--- src/rtl/uart_tx_pkg.sv ---
// Shared definitions for the UART transmit path.
// Holds the frame-sequencer state encoding and the TX output-mux select
// codes. The sequencer, the output mux and the serializer all import these
// so the select encoding lives in exactly one place.
package uart_tx_pkg;

  typedef enum logic [2:0] {
    IDLE   = 3'd0,
    START  = 3'd1,
    DATA   = 3'd2,
    PARITY = 3'd3,
    STOP   = 3'd4
  } state_t;

  localparam logic [1:0] MUX_START = 2'b00;
  localparam logic [1:0] MUX_STOP  = 2'b01;
  localparam logic [1:0] MUX_DATA  = 2'b10;
  localparam logic [1:0] MUX_PAR   = 2'b11;

endpackage

--- src/rtl/uart_tx_ctrl.sv ---
// UART transmit frame sequencer.
// Accepts a byte request from the host and steps the frame through start,
// data, optional parity and stop phases, one phase step per baud tick.
//
// Ports:
//   CLK               system clock, rising edge
//   RST               synchronous active-high reset
//   TICK              one-cycle baud enable per bit period
//   Data_valid        host request (P_DATA valid while high)
//   PAR_EN            parity enable, captured at frame acceptance
//   PAR_TYPE          parity type (0 even, 1 odd), captured at acceptance
//   ser_load          one-cycle pulse: serializer captures P_DATA
//   ser_en            serializer shift enable (shifts when ser_en & TICK)
//   mux_sel           TX output mux select
//   Enable_Par_Output gates the parity calculator onto its output
//   PAR_TYPE_Q        latched parity type for the parity calculator
//   busy              high from acceptance until the frame completes
//   frame_done        one-cycle pulse on the tick ending the last stop bit
module uart_tx_ctrl
  import uart_tx_pkg::*;
#(
  parameter int DATA_LENGTH = 8,
  parameter int STOP_BITS   = 1
) (
  input  logic       CLK,
  input  logic       RST,
  input  logic       TICK,
  input  logic       Data_valid,
  input  logic       PAR_EN,
  input  logic       PAR_TYPE,
  output logic       ser_load,
  output logic       ser_en,
  output logic [1:0] mux_sel,
  output logic       Enable_Par_Output,
  output logic       PAR_TYPE_Q,
  output logic       busy,
  output logic       frame_done
);

  // One counter serves both the data-bit index and the stop-bit index.
  localparam int CNT_W = (DATA_LENGTH > 1) ? $clog2(DATA_LENGTH) : 1;
  localparam logic [CNT_W-1:0] DATA_LAST = CNT_W'(DATA_LENGTH - 1);
  localparam logic [CNT_W-1:0] STOP_LAST = CNT_W'(STOP_BITS - 1);

  state_t           state_q;
  state_t           state_n;
  logic [CNT_W-1:0] cnt_q;
  logic [CNT_W-1:0] cnt_n;
  logic             par_en_q;
  logic             latch_cfg;

  always_ff @(posedge CLK) begin
    if (RST) begin
      state_q    <= IDLE;
      cnt_q      <= '0;
      par_en_q   <= 1'b0;
      PAR_TYPE_Q <= 1'b0;
    end else begin
      state_q <= state_n;
      cnt_q   <= cnt_n;
      if (latch_cfg) begin
        par_en_q   <= PAR_EN;
        PAR_TYPE_Q <= PAR_TYPE;
      end
    end
  end

  always_comb begin
    state_n           = state_q;
    cnt_n             = cnt_q;
    latch_cfg         = 1'b0;
    ser_load          = 1'b0;
    ser_en            = 1'b0;
    mux_sel           = MUX_STOP;
    Enable_Par_Output = 1'b0;
    busy              = 1'b0;
    frame_done        = 1'b0;

    case (state_q)
      IDLE: begin
        // Acceptance ignores TICK; START then waits a full tick period.
        if (Data_valid) begin
          ser_load  = 1'b1;
          latch_cfg = 1'b1;
          cnt_n     = '0;
          state_n   = START;
        end
      end

      START: begin
        mux_sel = MUX_START;
        busy    = 1'b1;
        if (TICK) begin
          cnt_n   = '0;
          state_n = DATA;
        end
      end

      DATA: begin
        mux_sel = MUX_DATA;
        ser_en  = 1'b1;
        busy    = 1'b1;
        if (TICK) begin
          if (cnt_q == DATA_LAST) begin
            cnt_n   = '0;
            state_n = par_en_q ? PARITY : STOP;
          end else begin
            cnt_n = cnt_q + 1'b1;
          end
        end
      end

      PARITY: begin
        mux_sel           = MUX_PAR;
        Enable_Par_Output = 1'b1;
        busy              = 1'b1;
        if (TICK) begin
          cnt_n   = '0;
          state_n = STOP;
        end
      end

      STOP: begin
        mux_sel = MUX_STOP;
        busy    = 1'b1;
        if (TICK) begin
          if (cnt_q == STOP_LAST) begin
            frame_done = 1'b1;
            cnt_n      = '0;
            // A request on the final stop tick chains straight into START.
            if (Data_valid) begin
              ser_load  = 1'b1;
              latch_cfg = 1'b1;
              state_n   = START;
            end else begin
              state_n = IDLE;
            end
          end else begin
            cnt_n = cnt_q + 1'b1;
          end
        end
      end

      default: begin
        cnt_n   = '0;
        state_n = IDLE;
      end
    endcase

    // Reset suppresses the Mealy pulses so nothing is loaded or reported
    // on the edge that reset wins.
    if (RST) begin
      ser_load   = 1'b0;
      frame_done = 1'b0;
      latch_cfg  = 1'b0;
    end
  end

endmodule

--- config.mk ---
export PLATFORM = sky130hd
export DESIGN_NAME = uart_tx_ctrl
export DESIGN_NICKNAME = d
export VERILOG_FILES = /design/src/rtl/uart_tx_pkg.sv /design/src/rtl/uart_tx_ctrl.sv
export SDC_FILE = /design/constraint.sdc
export NUM_CORES = 1
export LEC_CHECK = 0
export BUFFER_PORTS_ARGS = -buffer_cell sky130_fd_sc_hd__buf_2
export CAP_MARGIN = 40
export CORE_AREA = 4 4 41 43
export CTS_CLUSTER_SIZE = 40
export DETAILED_ROUTE_END_ITERATION = 12
export DIE_AREA = 0 0 45 47
export MAX_ROUTING_LAYER = met4
export PLACE_DENSITY = 0.7
export SETUP_SLACK_MARGIN = 0.05
export SYNTH_ARGS = -nofsm -noshare
export SYNTH_HDL_FRONTEND = slang
export SYNTH_SLANG_ARGS = --single-unit
--- constraint.sdc ---
create_clock -name CLK -period 1.7 [get_ports CLK]
set_input_delay 0.34 -clock CLK [delete_from_list [all_inputs] [get_ports CLK]]
set_output_delay 0.34 -clock CLK [all_outputs]
set_load 0.02 [all_outputs]
==> reports/qor.yml <==
status: "finished clean"
routed_wl_microns: 1370
min_period_over_period: 0.980
h-tree-depth: 1
max_slew.worst_pin.slew_ns: 0.419
ys_warn_count: 0
startpoint_type: "flip-flop"
drive_gt1_frac: 0.483
post-place-ws_ns: 0.0933
endpoint: "ser_load"
drt_iter0_markers: 3
coreArea_sq_mm: 0.00130
synth_top_area_frac: 0.286
crit_arrival_ns: 1.33
syn-cell-area_sq_um: 561
nNetsFinal: 98
drtAntennaViolNets: 0
synth-edff-count: 0
path_class: "flip-flop to primary output"
startpoint: "cnt_q[0]"
area_growth_pct: 38.4
cp_top_family: "flip-flops"
cts_tree: "yes"
end_kind: "primary output"
cts_buffer_depth: 2
root_buffer: "clkbuf_4"
clk_pin_slew_ns: 0.05
hold_viol: 0
wl_per_cell_microns: 13.4
die_x_microns: 45
setup_ws_ns: 0.0342
min_path_type: "primary input to flip-flop"
clk_latency_ns: 0.25
r2r_setup_slack_ns: 0.07
r2r-start: "cnt_q[0]"
slowest_delay_ns: 0.33
rsz0062_at_grt: "yes"
skew_ns: 0.00236
dieArea_sq_mm: 0.00212
numCtsBuffers: 3
setup_viol: 0
antenna_found_initial: 0
synth_ff_type: "dfxtp_1"
fin_util: 0.596
syn_inst: 68
fmaxAchievable_mhz: 600
grtUsageTotal: 0.148
clock-sinks: 8
cpMaxStageDelayCell: "dfxtp_2"
route.detailed.drc: 0
synth.distinct_cells: 30
place_congestion: 0.806
setup_tns_ns: 0
mostFrequentLayoutCell: "buf_2"
syn_nets: 77
drt_pre_antenna_iters: 2
layout_min_cycle_time_ns: 1.67
yosys-top-cells-area: "dfxtp_1 (29%), mux2i_1 (8.9%), ha_1 (6.7%), nand2b_1 (4.5%), nor2_1 (4.0%)"
dp.final_hpwl_microns: 952
r2r-end: "state_q[1]"
diodes: 0
whs_ns: 0.324
worstPathRequired_ns: 1.36
start_util: 0.431
vias_per_cell: 5.40
cp.depth: 6
ys_seq_area_frac: 0.286
path_cells: "inv_2 > ha_4 > and3b_2 > o21ai_2 > nor4_2 > buf_4"
ys_seq_elements: 8
grt_pass1_wl_microns: 2140
ys_async_sr_fraction: 0
vias: 551
power_leakage_nw: 0.328
rr_worst_depth: 6
final_cell_mix: "buf_2 (10), buf_4 (9), mux2i_1 (5)"
relSlewSlack: 0.719
gr-total-overflow: 0
grt_max_degree: 13
io_buffers: 13
maxSlewViolCount: 0
avgSynthCellArea_sq_um: 8.24
grt_pass1_vias: 498
ir_worst_vdd_mv: 0.658
num_rows: 13
die_y_microns: 47
critical_path_buf_inv_count: 2
crit_fanout: 3
io-pin-count: 14
maxCapViolations: 0
p_per_area_mw_per_mm2: 1350
hold_buffers: 0
yosys.area.top_type: "dfxtp_1"
## flip-flops by register name, indices dropped and copies added (netlist names)
name	count
cnt_q	3
state_q	3
PAR_TYPE_Q	1
par_en_q	1
## worst reg2reg max path, cell delays in order, from the launching register on
cell and delay, ns:
dfxtp_2 0.32, buf_4 0.14, ha_4 0.15, ha_2 0.16, o22a_1 0.24, o21a_1 0.22
mux2_4 0.30
## cells by family (layout without fill, tap and decap cells)
kind of cell	count (synthesis)	after routing	synth area share
AO/OA/AOI/OAI	15	15	0.188
flip-flops	8	8	0.286
AND/OR/NAND/NOR	25	25	0.243
adder cells (fa/ha/maj)	3	3	0.0670
multiplexers	6	6	0.109
buffers and inverters	9	28	0.0759
XOR/XNOR	2	2	0.0313
## what timing repair did
item / in CTS / in global routing
gates resized for setup: 13 / 13
gates cloned: 0 / 0
pin swaps: 3 / 3
setup buffers: 2 / 2
setup endpoints to repair: 7 / 9
endpoints found under the hold margin: 0 / 0
## cells in the mapped netlist (2+ instances only)
cell      number
a21oi_1        4
clkbuf_1       2
dfxtp_1        8
ha_1           3
inv_1          5
mux2i_1        5
nand2_1        4
nand2b_1       4
nand4_1        2
nor2_1         6
nor2b_1        3
nor3_1         2
o211ai_1       2
o21ai_0        2
## routing by layer
layer | global-route usage | vias to the layer above | share of wire
li1 | - | 279 | -
met1 | 0.178 | 254 | 0.43
met2 | 0.215 | 14 | 0.49
met3 | 0.0345 | 4 | 0.058
met4 | 0.105 | 0 | 0.023
met5 | - | - | 0
## worst min-delay path by stage
stage,start,depth (start not counted),endpoint
after floorplan,cnt_q[2],2,cnt_q[2]
after global placement,PAR_TYPE_Q,2,PAR_TYPE_Q
after detailed placement,cnt_q[2],2,cnt_q[2]
after CTS,PAR_EN,3,par_en_q
after global routing,PAR_EN,3,par_en_q
final,PAR_EN,3,par_en_q
## stage by stage
stage / area (sq um) / power, mW / std cells
4_1_cts: 721 / 0.998 / 100
6_report: 776 / 1.05 / 102
2_1_floorplan: 567 / 0.671 / 68
5_1_grt: 776 / 1.13 / 102
3_3_place_gp: 649 / 0.808 / 95
3_5_place_dp: 649 / 0.821 / 95
## where the power goes
part | leakage, nW | switching [mW] | internal (mW)
clock | 0.0138 | 0.0593 | 0.0804
combinational | 0.246 | 0.333 | 0.270
sequential | 0.0680 | 0.0746 | 0.231
## final cells by class
class | count | area (sq um)
Clock buffer | 3 | 22.5
Inverter | 5 | 18.8
Multi-Input combinational cell | 51 | 415
Fill cell | 121 | 526
Timing Repair Buffer | 20 | 129
Tap cell | 15 | 18.8
Sequential cell | 8 | 171
Power figures use the tool's default switching activity.
